===== src/rtl/pmem_responder_pkg.sv =====
// Shared types for the physical-memory responder: bus word/block types,
// responder FSM state and latency counter width.
package pmem_responder_pkg;

    typedef logic [15:0]  lc3b_word;
    typedef logic [127:0] lc3b_block;
    typedef logic [3:0]   lc3b_pmem_lat;

    typedef enum logic [1:0] {
        PMEM_IDLE,
        PMEM_BUSY,
        PMEM_RESP
    } lc3b_pmem_state;

endpackage


===== src/rtl/pmem_store.sv =====
// Block store behind the responder: 2^LINE_BITS x 128-bit entries,
// synchronous write, asynchronous read. Contents are deliberately not reset.
module pmem_store
    import pmem_responder_pkg::*;
#(
    parameter int LINE_BITS = 5
) (
    input  logic                 clk,
    input  logic                 write,
    input  logic [LINE_BITS-1:0] index,
    input  lc3b_block            datain,
    output lc3b_block            dataout
);

    lc3b_block data_q [2**LINE_BITS];

    always_ff @(posedge clk) begin
        if (write) begin
            data_q[index] <= datain;
        end
    end

    assign dataout = data_q[index];

endmodule


===== src/rtl/pmem_responder.sv =====
// Physical-memory responder for the 128-bit block bus: fixed-latency
// read/write service with a sticky flag for initiator protocol violations.
//
// state     | meaning
// PMEM_IDLE | waiting for pmem_read/pmem_write; latches the request
// PMEM_BUSY | counting down latency; access commits when counter hits 0
// PMEM_RESP | pmem_resp high for this one cycle; request ignored
module pmem_responder
    import pmem_responder_pkg::*;
#(
    parameter int LATENCY   = 4,
    parameter int LINE_BITS = 5
) (
    input  logic      clk,
    input  logic      reset_n,
    input  logic      pmem_read,
    input  logic      pmem_write,
    input  lc3b_word  pmem_address,
    input  lc3b_block pmem_wdata,
    output lc3b_block pmem_rdata,
    output logic      pmem_resp,
    output logic      pmem_error
);

    localparam lc3b_pmem_lat LAT_LOAD = (LATENCY > 1) ? lc3b_pmem_lat'(LATENCY - 2) : '0;

    lc3b_pmem_state       state_q;
    lc3b_pmem_lat         cnt_q;
    logic                 rd_q, wr_q;
    logic [11:0]          addr_q;
    lc3b_block            wdata_q;
    lc3b_block            rdata_q;
    logic                 resp_q;
    logic                 error_q;

    logic                 accept, commit_now, commit_wr, store_we, viol;
    logic [LINE_BITS-1:0] store_index;
    lc3b_block            store_wdata, store_rdata;
    logic                 unused_addr_lsb;

    assign unused_addr_lsb = ^pmem_address[3:0];

    assign accept = (state_q == PMEM_IDLE) && (pmem_read || pmem_write);

    // LATENCY=1 commits on the acceptance edge, straight from the bus.
    always_comb begin
        commit_now  = (state_q == PMEM_BUSY) && (cnt_q == '0);
        commit_wr   = wr_q;
        store_index = addr_q[LINE_BITS-1:0];
        store_wdata = wdata_q;
        if (LATENCY == 1) begin
            commit_now  = accept;
            commit_wr   = pmem_write;
            store_index = pmem_address[4 +: LINE_BITS];
            store_wdata = pmem_wdata;
        end
    end

    assign store_we = reset_n && commit_now && commit_wr;

    assign viol = (state_q == PMEM_BUSY) &&
                  (!(pmem_read || pmem_write) ||
                   ({pmem_read, pmem_write} != {rd_q, wr_q}) ||
                   (pmem_address[15:4] != addr_q) ||
                   (wr_q && (pmem_wdata != wdata_q)));

    pmem_store #(.LINE_BITS(LINE_BITS)) u_store (
        .clk     (clk),
        .write   (store_we),
        .index   (store_index),
        .datain  (store_wdata),
        .dataout (store_rdata)
    );

    always_ff @(posedge clk or negedge reset_n) begin
        if (!reset_n) begin
            state_q <= PMEM_IDLE;
            cnt_q   <= '0;
            rd_q    <= 1'b0;
            wr_q    <= 1'b0;
            addr_q  <= '0;
            wdata_q <= '0;
            rdata_q <= '0;
            resp_q  <= 1'b0;
            error_q <= 1'b0;
        end else begin
            resp_q <= 1'b0;
            if (viol) begin
                error_q <= 1'b1;
            end
            case (state_q)
                PMEM_IDLE: begin
                    if (accept) begin
                        rd_q    <= pmem_read;
                        wr_q    <= pmem_write;
                        addr_q  <= pmem_address[15:4];
                        wdata_q <= pmem_wdata;
                        if (pmem_read && pmem_write) begin
                            error_q <= 1'b1;
                        end
                        if (LATENCY == 1) begin
                            if (!pmem_write) begin
                                rdata_q <= store_rdata;
                            end
                            resp_q  <= 1'b1;
                            state_q <= PMEM_RESP;
                        end else begin
                            cnt_q   <= LAT_LOAD;
                            state_q <= PMEM_BUSY;
                        end
                    end
                end
                PMEM_BUSY: begin
                    if (cnt_q != '0) begin
                        cnt_q <= cnt_q - 1'b1;
                    end else begin
                        if (!wr_q) begin
                            rdata_q <= store_rdata;
                        end
                        resp_q  <= 1'b1;
                        state_q <= PMEM_RESP;
                    end
                end
                PMEM_RESP: state_q <= PMEM_IDLE;
                default:   state_q <= PMEM_IDLE;
            endcase
        end
    end

    assign pmem_rdata = rdata_q;
    assign pmem_resp  = resp_q;
    assign pmem_error = error_q;

endmodule

===== config.mk =====
export PLATFORM = sky130hd
export DESIGN_NAME = pmem_responder
export DESIGN_NICKNAME = d
export VERILOG_FILES = /design/src/rtl/pmem_responder_pkg.sv /design/src/rtl/pmem_store.sv /design/src/rtl/pmem_responder.sv
export SDC_FILE = /design/constraint.sdc
export NUM_CORES = 2
export LEC_CHECK = 0
export CAP_MARGIN = 20
export CORE_MARGIN = 2
export CORE_UTILIZATION = 52
export DETAILED_ROUTE_END_ITERATION = 12
export PLACE_DENSITY_LB_ADDON = 0.25
export SETUP_SLACK_MARGIN = 0.4
export SYNTH_ARGS = -nofsm -noshare
export SYNTH_HDL_FRONTEND = slang
export SYNTH_SLANG_ARGS = --single-unit

===== constraint.sdc =====
create_clock -name clk -period 13.8 [get_ports clk]
set_clock_uncertainty 0.15 [all_clocks]
set_input_delay 2.76 -clock clk [delete_from_list [all_inputs] [get_ports clk]]
set_output_delay 2.76 -clock clk [all_outputs]
set_load 0.05 [all_outputs]

-- Word-level counts from Yosys, hierarchy flattened
Memory sizes are Yosys's and may differ from the RTL's. A register that Yosys moved wholly into a read port is not among the register bits.
Cells that the tools add are included.
- flip-flop bits (word level): 150
- memory bits (writable): 4096
- input port bits: 148
- output and inout port bits: 130
- logic and storage cells: 54
- memories: 1
- memory list (memory ; depth ; width ; read ports ; clocked after memory_dff ; wr ports ; line ; source):
    u_store.data_q ; 32 ; 128 ; 1 ; 1 ; 1 ; pmem_store.sv:15 ; lc3b_block data_q [2**LINE_BITS];
- $add $sub $neg: 1
- equality and inequality tests: 7
- mux-type cells: 14
- bitwise logic cells: 2
- reduce and logical (&&, ||, !) cells: 21
- operator list (cell ; count):
    inequality test 128 bit ; 1
    inequality test 12 bit ; 1
    two-way mux 1 bit ; 8
    two-way mux 4 bit ; 2
    one-hot mux 4 bit (2 select lines) ; 1
    logical AND 1 bit ; 7
    AND reduction 3 bit ; 2
    logical NOT 4 bit ; 1
    logical OR 1 bit ; 4
    two-way mux 2 bit ; 2
    inequality test 2 bit, second input constant ; 2
    one-hot mux 2 bit (2 select lines) ; 1
    AND reduction 2 bit ; 2
    nonzero test 4 bit ; 1
    subtractor 4 x 1 -> 4 bit, second input constant ; 1
    == test 2 x 1 -> 1 bit, second input constant ; 1
    logical NOT 1 bit ; 2
    logical NOT 2 bit ; 1
    inequality test 2 x 1 -> 1 bit, second input constant ; 1
    inequality test 2 bit ; 1
    NOT 1 bit ; 2
    nonzero test 2 bit ; 1

-- Depth between registers and ports, before layout
- depth in word-level cells: 10
- depth in mapped cells: 11

-- Cells and area by module
Synthesis repeated with hierarchy kept, for this count alone.
- cells, all modules: 8878
- area, all modules: 166797.5 um^2
- modules (own cells, without submodules) (module ; instances ; cells each ; area an instance (um^2) ; sequential area each (um^2)):
    pmem_store ; 1 ; 8074 ; 154423.1 ; 122998.0
    pmem_responder ; 1 ; 804 ; 12374.4 ; 6956.7

-- Worst setup path after synthesis
No wires, ideal clock.
- path kind: input-to-reg
- start point: input port reset_n
- end point: memory u_store.data_q[26][0] in the netlist's numbering, enable pin
- setup time: 0.798 ns
- arrival time: 12.460 ns
- required time: 12.852 ns
- setup slack: 0.392 ns
- stages on the path: 3
- path buffers: 0
- path through: and3_1 > nand3_1 > nor3b_1
- word-level cells in the longest chain between the ends: 4
- RTL lines (element ; line ; source):
    start: declaration ; pmem_responder.sv:15 ; input logic reset_n,
    logical AND 1 bit (2 in series) ; pmem_responder.sv:59 ; assign store_we = reset_n && commit_now && commit_wr;
    two-way mux 1 bit ; pmem_store.sv:18 ; if (write) begin
    two-way mux 1 bit (implied by the code) ; pmem_store.sv:19 ; data_q[index] <= datain;
    end: declaration ; pmem_store.sv:15 ;
Every way passes these cells.

==> flow_summary.yaml <==
status:
  status: "finished clean"
place:
  pre_cts_slack_ns: 6.695
  port_buffers: 273
  place_congestion: 0.8243
  dpl.hpwl_um: 230800
logic_synthesis:
  synthCells: 7473
  synth_common_cells: "edfxtp_1, mux4_2, nand2_1"
  synth.top_cell.area_share_pct: 74.05
  synth_top_family_by_area: "multiplexers"
  ys_ff_latch: 4374
  synth_edf_count: 4096
  postSynthAreaPerCell_sq_um: 22.23
  seq_area_frac_synth_pct: 78.24
  ys_top_cells_by_area: "edfxtp_1, mux4_2, dfrtp_1, mux2i_1, nand2_1"
  synth_compound_area_share_pct: 2.789
  synth-main-ff-cell: "edfxtp_1"
  yosysMostFrequentCell: "edfxtp_1"
  syn_area_sq_um: 166100
  synth_simple_gate_area_share_pct: 1.763
  yosysTopAreaCell: "edfxtp_1"
  synth_warnings: 0
  synthArstFlopShare_pct: 6.356
  ys_types: 50
  synth_nets: 7623
  synthMuxAreaShare_pct: 15.19
  synth_fa_ha_area_share_pct: 0.01507
  synth-xor-area-share_pct: 0.7540
min_path:
  hp-start: "pmem_rdata[6]"
  hold_end: "pmem_rdata[6]"
  hold-path-cell-count: 2
  hp-class: "reg -> reg"
cts:
  cts.sinks: 4374
  cts_made_buffers: 430
  postCtsResizedCells: 0
  cts_setup_buffers: 0
  cts_buffer_depth: 4
  clk_latency_ns: 0.99
  path_clk_slew_ns: 0.07
  root_buffer: "clkbuf_16"
  htree_levels: 5
  hold_buffers: 0
  cts_tree: "done"
detailed_routing:
  viasPerCell: 6.589
  drtPass1Iterations: 6
  ant_nets: 0
  routed_wl_um: 455400
  num_vias: 82943
  drtIter0Drc: 12884
  drc: 0
  wl_per_cell_um: 36.17
grt:
  grt_first_pass_wirelength_um: 634100
  antenna_found_initial: 13
  grt_overflow_total: 0
  grt_pass1_vias: 82325
  grt_max_degree: 196
  grt_usage_pct: 28.05
pwr:
  power.switching_w: 0.01326
  power_density_nw_per_um2: 218.1
  max-vdd-ir-drop_mv: 0.2562
  p_int_w: 0.02827
  pwr-share-clk_pct: 28.6
  combPwrFrac_pct: 28.1
  power_w: 0.04152
  swShare_pct: 31.92
  p_leak_nw: 61.05
  power.share.sequential_pct: 43.3
run:
  maxCapViolCount: 0
cells_and_area:
  drive_gt1_share_pct: 24.37
  fin_util_pct: 59.90
  syn_to_final_growth_pct: 14.60
  final_nets: 8169
  fillers: 21683
setup_path:
  start_kind: "flop"
  cp.required_ns: 14.45
  rrSetupSlack_ns: 7.77
  worstReg2RegStart: "addr_q[0]"
  arrival_ns: 6.68
  crit_path_max_fanout: 95
  critPathBufInv: 3
  path_delay_family: "buffers and inverters"
  reg2regPathDepth: 8
  path_cells: "buf_4 > buf_12 > buf_4 > mux4_2 > a221oi_1 > a22oi_1 > a221oi_1 > a21oi_1"
  r2r-end: "pmem_rdata[78]"
  cp_slowest_cell: "dfrtp_4"
  cpPeakStageDelay_ns: 0.99
  endpoint_kind: "flop"
  crit_type: "reg -> reg"
timing:
  hold_violations: 0
  relSlewSlack_pct: 17.58
  setup_total_negative_slack_ns: 0
  drv_slew: 0
  grt_setup_unrepaired: "no"
  clock.fmax_mhz: 165.9
  worst_slack_ns: 7.771
  period_needed_ns: 6.029
  post-route-period-util_pct: 43.69
  setup-violations-final: 0
  worst_pin_slew_ns: 1.236
floorplanning:
  die-area_sq_um: 324000
  coreArea_sq_um: 317800
  pin_count: 278
  start_util_pct: 52.27
  die_x_um: 569.2
  rows: 207
  die_h_um: 569.2
==> worst max-delay path by stage <==
stage	startpoint	end	depth (start not counted)
5_1_grt	addr_q[0]	pmem_rdata[78]	8
3_5_place_dp	reset_n	u_store.data_q[29][30]	6
6_report	addr_q[0]	pmem_rdata[78]	8
2_1_floorplan	reset_n	u_store.data_q[25][0]	3
3_3_place_gp	reset_n	u_store.data_q[1][24]	6
4_1_cts	addr_q[0]	pmem_rdata[78]	8
==> per-stage QoR <==
stage | cells | hold WS, ns | instance area (sq um)
3_5_place_dp | 11703 | 0.3382 | 174200
6_report | 12588 | 0.3423 | 190300
5_1_grt | 12585 | 0.3695 | 190300
4_1_cts | 12515 | 0.3521 | 188600
3_3_place_gp | 11699 | 0.3308 | 174100
2_1_floorplan | 7473 | 0.3155 | 166100
==> placed cells by master, fill, tap and decap left out, drive strengths merged, types with 2 or more instances in the layout <==
cell and n:
and2 2, nor3b 2, clkinv 182, mux2i 189
clkbuf 559, xor2 8, nand2b 3, ha 2
xnor2 135, diode 9, a22oi 91, nor3 12
a31oi 2, o221a 85, a21oi 118, o21ai 22
clkinvlp 16, inv 12, a22o 92, clkdlybuf4s50 272
o22a 7, and3 6, nand4 35, mux4 1029
buf 255, nor2 157, nand3b 2, edfxtp 4096
bufinv 46, mux2 14, o21a 12, o2111ai 8
dfrtp 278, a221oi 125, nor4 11, o211ai 15
nand2 479, nand3 5, nor2b 6
==> registers in the layout (all words and copies together) (netlist names) <==
name	count
addr_q	12
cnt_q	4
commit_wr	1
pmem_error	1
pmem_rdata	128
pmem_resp	1
rd_q	1
state_q	2
store_wdata	128
u_store.data_q	4096
==> power by group through the flow <==
stage	registers [W]	clock network [W]	logic, W
floorplan	0.0188	0	0.00640
global placement	0.0188	0	0.0104
detailed placement	0.0190	0	0.0105
CTS	0.0187	0.0120	0.0105
global route	0.0181	0.0125	0.0123
finish	0.0180	0.0119	0.0117
==> final cells by class <==
cell class              instances  area (sq um)  share of cell area, %
well taps                    4180          5230                  2.748
clock buffers                 559         11510                  6.045
clock inverters               253          2894                  1.520
inverters                       3         18.77               0.009860
flip-flops and latches       4374        130000                  68.28
repair buffers                527          6281                  3.300
diodes                          9         22.52                0.01183
multi-input cells            2683         34420                  18.08
==> metal layers <==
metal	vias up	share of wire, %	GRT usage (%)
li1	32483	-	-
met1	44635	37	39.25
met2	5045	48	44.36
met3	774	9.8	4.072
met4	6	5.3	12.66
met5	-	0.0090	0
==> logic make-up after synthesis <==
kind of cell               Yosys count
and+or+nand+nor                    724
buffers and inverters              416
AOI/OAI and AO/OA                  582
DFF                               4374
muxes                             1232
adders and majority gates            2
xor gates and xnor gates           143
==> worst min-delay path, delay by kind of cell (launching register included) <==
kind | cells | cell delay (ns)
flops | 1 | 0.34
simple gates | 2 | 0.12
(Power assumes the default switching activity.)
